## src/rtl/gelu_in_requant.sv

```systemverilog
// Requantizes signed accumulators into signed 8-bit GELU activations: round-half-up multiply/shift, saturate.
// Optional saturation counter is built only when GELU_REQ_SATCNT_EN is defined.
module gelu_in_requant #(
    parameter int ACC_W   = 32,
    parameter int MULT_W  = 16,
    parameter int SHIFT_W = 6,
    parameter int OUT_W   = 8,
    parameter int SCALE_W = 3
) (
    input  logic               clk,
    input  logic               rst,
    input  logic               cfg_load,
    input  logic [MULT_W-1:0]  cfg_mult,
    input  logic [SHIFT_W-1:0] cfg_shift,
    input  logic [SCALE_W-1:0] cfg_out_scale,
    input  logic               in_valid,
    output logic               in_ready,
    input  logic [ACC_W-1:0]   in_acc,
    input  logic               in_last,
    output logic               out_valid,
    input  logic               out_ready,
    output logic [OUT_W-1:0]   out_x,
    output logic [SCALE_W-1:0] out_scale,
    output logic               out_last,
    output logic               busy,
    output logic [15:0]        sat_cnt
);
    localparam int PROD_W = ACC_W + MULT_W;
    localparam int SUM_W  = PROD_W + 1;
    localparam logic [SHIFT_W-1:0]      MAX_SHIFT = SHIFT_W'(PROD_W - 1);
    localparam logic signed [SUM_W-1:0] OUT_MAX   = SUM_W'((1 << (OUT_W - 1)) - 1);
    localparam logic signed [SUM_W-1:0] OUT_MIN   = SUM_W'(-(1 << (OUT_W - 1)));

    // Active configuration
    logic [MULT_W-1:0]  r_mult;
    logic [SHIFT_W-1:0] r_shift;
    logic [SCALE_W-1:0] r_scale;

    // Stage 1: product
    logic                     r_s1_valid;
    logic signed [PROD_W-1:0] r_s1_prod;
    logic [SHIFT_W-1:0]       r_s1_shift;
    logic [SCALE_W-1:0]       r_s1_scale;
    logic                     r_s1_last;

    // Stage 2: rounded and shifted value
    logic                     r_s2_valid;
    logic signed [SUM_W-1:0]  r_s2_val;
    logic [SCALE_W-1:0]       r_s2_scale;
    logic                     r_s2_last;

    // Stage 3: output register
    logic                     r_out_valid;
    logic [OUT_W-1:0]         r_out_x;
    logic [SCALE_W-1:0]       r_out_scale;
    logic                     r_out_last;

    logic                     w_adv;
    logic                     w_in_fire;
    logic                     w_busy;
    logic                     w_cfg_take;
    logic [SHIFT_W-1:0]       w_cfg_shift;
    logic signed [PROD_W-1:0] w_acc_ext;
    logic signed [PROD_W-1:0] w_mult_ext;
    logic signed [PROD_W-1:0] w_prod;
    logic signed [SUM_W-1:0]  w_round;
    logic signed [SUM_W-1:0]  w_sum;
    logic signed [SUM_W-1:0]  w_shifted;
    logic                     w_sat_hi;
    logic                     w_sat_lo;
    logic [OUT_W-1:0]         w_clamped;

    // Whole pipeline advances together; a full output that is not taken freezes everything.
    assign w_adv      = !r_out_valid || out_ready;
    assign w_in_fire  = in_valid && w_adv;
    assign w_busy     = r_s1_valid || r_s2_valid || r_out_valid;
    assign w_cfg_take = cfg_load && !w_busy && !w_in_fire;
    assign w_cfg_shift = (cfg_shift > MAX_SHIFT) ? MAX_SHIFT : cfg_shift;

    assign w_acc_ext  = PROD_W'($signed(in_acc));
    assign w_mult_ext = PROD_W'($signed({1'b0, r_mult}));
    assign w_prod     = w_acc_ext * w_mult_ext;

    // One extra bit of headroom so the rounding offset cannot overflow the product range.
    assign w_round   = (r_s1_shift != '0) ? (SUM_W'(1) << (r_s1_shift - 1'b1)) : '0;
    assign w_sum     = $signed({r_s1_prod[PROD_W-1], r_s1_prod}) + w_round;
    assign w_shifted = w_sum >>> r_s1_shift;

    assign w_sat_hi  = r_s2_val > OUT_MAX;
    assign w_sat_lo  = r_s2_val < OUT_MIN;
    assign w_clamped = w_sat_hi ? {1'b0, {(OUT_W-1){1'b1}}} :
                       w_sat_lo ? {1'b1, {(OUT_W-1){1'b0}}} :
                                  r_s2_val[OUT_W-1:0];

    always_ff @(posedge clk) begin
        if (rst) begin
            r_mult      <= MULT_W'(1);
            r_shift     <= '0;
            r_scale     <= '1;
            r_s1_valid  <= 1'b0;
            r_s1_prod   <= '0;
            r_s1_shift  <= '0;
            r_s1_scale  <= '0;
            r_s1_last   <= 1'b0;
            r_s2_valid  <= 1'b0;
            r_s2_val    <= '0;
            r_s2_scale  <= '0;
            r_s2_last   <= 1'b0;
            r_out_valid <= 1'b0;
            r_out_x     <= '0;
            r_out_scale <= '0;
            r_out_last  <= 1'b0;
        end else begin
            if (w_cfg_take) begin
                r_mult  <= cfg_mult;
                r_shift <= w_cfg_shift;
                r_scale <= cfg_out_scale;
            end
            if (w_adv) begin
                r_s1_valid  <= in_valid;
                r_s2_valid  <= r_s1_valid;
                r_out_valid <= r_s2_valid;
                if (in_valid) begin
                    r_s1_prod  <= w_prod;
                    r_s1_shift <= r_shift;
                    r_s1_scale <= r_scale;
                    r_s1_last  <= in_last;
                end
                if (r_s1_valid) begin
                    r_s2_val   <= w_shifted;
                    r_s2_scale <= r_s1_scale;
                    r_s2_last  <= r_s1_last;
                end
                if (r_s2_valid) begin
                    r_out_x     <= w_clamped;
                    r_out_scale <= r_s2_scale;
                    r_out_last  <= r_s2_last;
                end
            end
        end
    end

`ifdef GELU_REQ_SATCNT_EN
    logic [15:0] r_sat_cnt;

    always_ff @(posedge clk) begin
        if (rst || w_cfg_take) begin
            r_sat_cnt <= '0;
        end else if (w_adv && r_s2_valid && (w_sat_hi || w_sat_lo) && (r_sat_cnt != 16'hFFFF)) begin
            r_sat_cnt <= r_sat_cnt + 16'd1;
        end
    end

    assign sat_cnt = r_sat_cnt;
`else
    assign sat_cnt = '0;
`endif

    assign in_ready  = w_adv;
    assign out_valid = r_out_valid;
    assign out_x     = r_out_x;
    assign out_scale = r_out_scale;
    assign out_last  = r_out_last;
    assign busy      = w_busy;

endmodule

```

## config.mk

```make
export PLATFORM = sky130hd
export DESIGN_NAME = gelu_in_requant
export DESIGN_NICKNAME = d
export VERILOG_FILES = /design/src/rtl/gelu_in_requant.sv
export SDC_FILE = /design/constraint.sdc
export NUM_CORES = 2
export LEC_CHECK = 0
export BUFFER_PORTS_ARGS = -buffer_cell sky130_fd_sc_hd__buf_2
export CAP_MARGIN = 20
export CORE_MARGIN = 8
export CORE_UTILIZATION = 40
export CTS_BUF_LIST = sky130_fd_sc_hd__clkbuf_8
export DETAILED_ROUTE_END_ITERATION = 8
export GPL_ROUTABILITY_DRIVEN = 0
export PLACE_DENSITY = 0.59
export SYNTH_ARGS = -nofsm -noshare
export SYNTH_HDL_FRONTEND = slang
export SYNTH_SLANG_ARGS = --single-unit
```

## constraint.sdc

```tcl
create_clock -name clk -period 11.6 [get_ports clk]
set_input_delay 0.58 -clock clk [delete_from_list [all_inputs] [get_ports clk]]
set_output_delay 0.58 -clock clk [all_outputs]
set_load 0.05 [all_outputs]
```

# After elaboration in Yosys (flattened, before gate mapping)
# Index checks and enable logic that the tools add are counted.
[totals]
ff_bits = 151
output_inout_bits = 31
[op_classes]
n_addsub = 2
mul = 1
n_lt_le_gt_ge = 3
shift = 2
mux = 4
n_reduce_logical = 13
[ops]
columns = ["cell", "count"]
rows = [
  ["48-bit by 49-bit adder with 49-bit output", 1],
  ["49-bit by 8-bit > comparator with 1-bit output, second input constant", 1],
  ["49-bit by 8-bit less-than comparator with 1-bit output, second input constant", 1],
  ["49-bit two-way mux", 1],
  ["1-bit by 6-bit left shift with 49-bit output, first input constant", 1],
  ["49-bit by 6-bit >>> shifter with 49-bit output", 1],
  ["32-bit by 17-bit multiplier with 48-bit output", 1],
  ["8-bit two-way mux", 2],
  ["6-bit > comparator, second input constant", 1],
  ["6-bit two-way mux", 1],
  ["2-bit AND reduction", 3],
  ["6-bit nonzero test", 1],
  ["6-bit by 1-bit subtractor with 6-bit output, second input constant", 1],
  ["1-bit logical AND", 3],
  ["1-bit logical NOT", 3],
  ["1-bit logical OR", 3],
]

# Longest topological paths before layout
[logic_depth]
ltp_word = 5
depth_mapped = 28

# Least setup slack after synthesis
# No wires, ideal clock.
[synth_path]
path_kind = "in2reg"
start = "input in_acc[4]"
end = "register r_s1_prod[47]"
setup_time_ps = 86
arrival_ps = 6633
t_required_ps = 11514
slack_ps = 4881
path_stages = 24
path_buffers = 1
path_cell_list = "clkbuf_1 > and2_1 > fa_1 > inv_1 > fa_1 > inv_1 > fa_1 > fa_1 > fa_1 > inv_1 > fa_1 > inv_1 > ha_1 > a21oi_1 > nand2_1 > o311a_1 > o21a_1 > o211ai_1 > a21oi_1 > o21ai_0 > nor3_1 > a2111oi_0 > xnor2_1 > a211oi_1"
[synth_via]
elab_chain_len = 1
[synth_lines]
columns = ["item", "line", "text"]
rows = [
  ["start: declaration", "18", "input logic [ACC_W-1:0] in_acc,"],
  ["32-bit by 17-bit multiplier with 48-bit output", "82", "assign w_prod = w_acc_ext * w_mult_ext;"],
  ["end signal: assignment", "124", "r_s1_prod <= w_prod;"],
  ["end: declaration", "41", "logic signed [PROD_W-1:0] r_s1_prod;"],
]
# No other way between the ends.
# A chain may end at the register's enable or synchronous reset.

# Worst setup path in the final report
[layout_path]
start = "register r_mult[9]"
end = "register r_s1_prod[47]"
[layout_via]
elab_chain_len = 1
[layout_lines]
columns = ["item", "line", "text"]
rows = [
  ["start: declaration", "35", "logic [MULT_W-1:0] r_mult;"],
  ["start signal: assignment", "115", "r_mult <= cfg_mult;"],
  ["32-bit by 17-bit multiplier with 48-bit output", "82", ""],
]
# No other way between the ends.

==> results by stage <==
Pwr:
- Sequential cells burn 18.0% of the power.
- The internal portion of the total power is 0.00178 W.
- Dividing total power by cell area gives a power density of 115 mW/mm^2.
- Combinational cells account for 70.2% of the total power.
- The worst voltage drop across the vdd grid is 0.0000633 V.
- The net switching component of the power is 0.00195 W.
- The clock network accounts for 11.9% of the total power.
- Of the total power, the share spent switching nets is 52.3%.
- The leakage component of the power is 15.1 nW.

STA:
- The achievable frequency is 132 MHz.
- The summed negative setup slack over all endpoints is 0 ps.
- The worst pin sits at a relative slew slack of 35.7%.
- The shortest period the worst path allows is 7580 ps.
- The share of the clock period used by the worst path is 65.4%.
- The total of endpoints with negative setup slack in the final report is 0.
- The final hold violation count was 0.
- The smallest setup slack after layout is 4020 ps.
- The max-slew violation total from the final report is 0.
- The worst clock skew is 32.0 ps.
- Setup repair after global routing left no endpoint under its margin.
- At the pin with the least slew margin, the transition time is 961 ps.

Synthesis:
- The fraction of the yosys area taken by sequential cells is 9.79%.
- By area the synthesized netlist is led by fa_1, dfxtp_1, nand2_1, inv_1, ha_1.
- Summed over its instances, the top area cell type makes up 31.5% of the synthesized netlist area.
- After synthesis the netlist holds a flip-flop and latch count of 151.
- After synthesis, the share of cell area in mux cells is 3.45%.
- The dominant combinational cell family by area after synthesis is adder cells.
- In the synthesized netlist the dominant register cell turns out to be dfxtp_1.
- Of the total synthesized cell area, the portion taken by AND, OR, NAND and NOR gates is 20.6%.
- In this run, synthesis inferred 0 flip-flops with an integrated enable.
- The synthesized netlist cell count is 3860.
- After Yosys synthesis, XOR and XNOR cells account for 2.55% of the synthesized area.
- The commonest cells after synthesis are nand2_1, inv_1, fa_1.
- Summed over all instances, the cell type with the most area after synthesis is fa_1.
- After synthesis, the netlist uses 83 different library cells.
- The total number of yosys warnings is 0.
- After Yosys synthesis, full adders, half adders and majority gates account for 38.0% of the synthesized area.
- The cell area that synthesis handed to floorplanning was 0.0309 mm^2.
- Summing the areas of all compound-gate instances in the mapped netlist gives 15.3% of the synthesized area.
- By instance count, the leading cell after synthesis is nand2_1.
- The average footprint of a synthesized cell is 8.00 um^2.
- Counting flops with an async set or reset pin after synthesis yields a share of 0%.

Critical path:
- The startpoint identified for the worst register-to-register timing path is r_mult[9].
- The slowest cell on the critical path is dfxtp_1.
- The critical path goes through buf_4, nand2_1, fa_1, inv_1, fa_1, fa_1, fa_1, fa_1, inv_1, fa_1, inv_1, ha_1, a21oi_1, nand2_1, or2_2, o211ai_1, a21oi_1, o21ai_0, nor3_1, a2111oi_0, xnor2_1, a211oi_1.
- The worst setup path is launched from a register.
- The setup check on the worst reg-to-reg path leaves a slack of 4020 ps.
- The category of the most critical setup path is register to register.
- The highest cell delay on the worst timing path is 650 ps.
- In this design, the critical path's most frequently occurring cell is fa_1.
- The source of the critical timing path is r_mult[9].
- The signal arrival time at the worst endpoint is 8040 ps.
- STA classifies the critical path endpoint as a register.
- The required time reported for the critical path endpoint is 12060 ps.
- The maximum fanout along the worst path is 21.

Global route:
- met2 is the most crowded layer.
- The via count of the first global-routing pass came to 27371.
- Entering global routing, the biggest net connects 69 pins.
- In the global route stage, overall resource usage came out at 22.0%.
- The first-pass GRT wire length is 152000 um.
- The sum of overflow across all layers after global routing is 0.
- The met3 usage is 2.38%.
- The met1 routing resource usage after global routing is 29.3%.
- The number of antenna violations at the first check in global routing came to 1.
- The met2 track demand over resource is 37.1%.

Clock tree:
- The clock latency reported for the late side of the worst-skew pair is 550 ps.
- The library cell used as clock root buffer is clkbuf_8.
- The quantity of gates resized following cts is 0.
- The clock sink count is 151.
- The clock passes through at most 2 buffers.
- In this run the post-CTS setup repair buffer count came out at 0.
- Clock-pin slew was measured on the worst setup and hold paths at 110 ps.
- The quantity of hold-fixing buffers added after cts is 0.
- The number of buffers created by CTS is 17.
- CTS built an H-tree with a depth of 4.
- The clock tree from TritonCTS is built.

Placed design:
- In this run the cell area measured after placement is 0.0320 mm^2.
- The number of input and output port buffers inserted is 77.
- The number of placed instances, taps included is 4795.
- Before CTS, the worst setup slack after placement is 4050 ps.
- The HPWL reported at the end of detailed placement is 72800 um.

Cells and area:
- Registers take 0.00303 mm^2.
- The share of final-layout standard cells stronger than drive strength 1 is 5.97%.
- The finished layout holds 4828 standard cells, fillers aside.
- The finished cells cover 0.0324 mm^2.
- Counting the fill cells in the layout gives 7965.
- Summing all multi-input logic gate instances after layout gives 0.0247 mm^2.
- The number of nets in the layout is 4484.
- The layout overhead on the synthesized area is 4.83%.

Detailed routing:
- For this block, the routed nets add up to 95000 um of wire.
- The first detailed-routing pass ran for 7 iterations.
- The total via count in the routed design is 26737.
- The remaining number of nets flagged by the antenna check after routing is 0.
- The per-cell via count in the routed design is 5.54.
- In the routed design, unresolved DRC markers number 0.
- The wire length per cell after detailed routing is 19.7 um.
- The detailed router finished its first iteration with 2140 violations.

Floorplanning:
- The floorplan has 102 rows.
- The height of the chip is 294 um.
- The die area is 0.0863 mm^2.
- The floorplan step set the die width to 294 um.
- In this run the count of I/O pins placed on the die edge is 94.
- For this configuration, the core starts out at a cell density of 40.1%.
- The region available for standard cell placement spans 0.0770 mm^2.

Run:
- Across the run, the number of max-cap violations was 0.

Outcome:
- The flow ran to the end, and the final reports show no timing, DRC or antenna violations.

Hold path:
- The worst hold path belongs to the class input port to register.
- The startpoint identified for the worst hold timing path is cfg_out_scale[1].
layout make-up:
cell class | count | area share, %
repair buffers | 116 | 2.10
flip-flops and latches | 151 | 9.36
inverters | 589 | 6.83
clock buffers | 17 | 0.723
multi-input cells | 2899 | 76.4
well taps | 1040 | 4.02
diodes | 1 | 0.00773
clock inverters | 15 | 0.530
worst max-delay path: cells and delay by family (launching register included):
| kind | cells | cell delay [ps] |
|---|---|---|
| compound gates | 6 | 2050 |
| xor+xnor | 1 | 120 |
| fa+ha+maj | 7 | 3470 |
| buf+inv | 4 | 550 |
| flops | 1 | 650 |
| simple gates | 4 | 640 |
layer usage:
layer,part of all wire [%],wire (um)
met1,44,41700
met2,47,44900
met3,5.5,5270
met4,3.2,3040
met5,0,0
power by group through the flow:
stage          sequential, W  combinational, W  clock [W]
6_report            0.000671           0.00262   0.000443
3_3_place_gp        0.000681           0.00257          0
5_1_grt             0.000684           0.00292   0.000477
3_5_place_dp        0.000682           0.00258          0
4_1_cts             0.000672           0.00260   0.000458
2_1_floorplan       0.000666           0.00195          0
logic make-up after synthesis:
| logic type | after synthesis |
|---|---|
| AND/OR/NAND/NOR | 1344 |
| multiplexers | 80 |
| adder cells (fa/ha/maj) | 647 |
| AO/OA/AOI/OAI | 722 |
| other | 1 |
| XOR/XNOR | 90 |
| buffers and inverters | 825 |
| flip-flops | 151 |
flip-flops by register name, indices dropped and copies added (netlist names):
name and flops:
r_s2_val 49, r_s1_prod 48, r_mult 16, out_x 8, r_s1_shift 6, r_shift 6
out_scale 3, r_s1_scale 3, r_s2_scale 3, r_scale 3, out_last 1, out_valid 1
r_s1_last 1, r_s1_valid 1, r_s2_last 1, r_s2_valid 1
path summary, 6_finish.rpt:
kind                         to  depth (start not counted)
setup / recovery  r_s1_prod[47]                         22
hold / removal       r_scale[1]                          3
setup reg to reg  r_s1_prod[47]                         22
hold reg to reg   r_s1_shift[1]                          2
layout by cell type (no fill, tap or decap), types with 17 or more instances in the layout:
master    Yosys  final
a211oi_1     58     58
a21o_1       48     48
a21oi_1     229    228
a31oi_1      28     28
and2_1      254    254
and3_1       22     22
buf_2         9     76
buf_4        17     40
clkbuf_8      0     17
dfxtp_1     151    147
fa_1        485    485
ha_1        162    162
inv_1       585    585
mux2_2       22     22
mux2i_1      39     39
mux4_2       19     19
nand2_1     592    591
nand2b_1     20     20
nand3_1      38     38
nand4_1      42     42
nor2_1      214    214
nor3_1       57     57
nor4_1       25     25
o211ai_1     20     20
o21a_1       21     21
o21ai_0     117    117
o21bai_1     18     18
o31ai_1      18     18
or3_1        19     19
xnor2_1      58     58
xor2_1       32     32
through the flow:
| step | utilization [%] | hold slack (ps) | total power [W] |
|---|---|---|---|
| 3_5_place_dp | 41.5 | 442 | 0.00326 |
| 4_1_cts | 42.0 | 181 | 0.00373 |
| 3_3_place_gp | 41.5 | 438 | 0.00325 |
| 2_1_floorplan | - | 426 | 0.00261 |
| 6_report | 42.0 | 243 | 0.00373 |
| 5_1_grt | 42.0 | 220 | 0.00408 |
No activity file was read; power rests on OpenSTA's default activity.
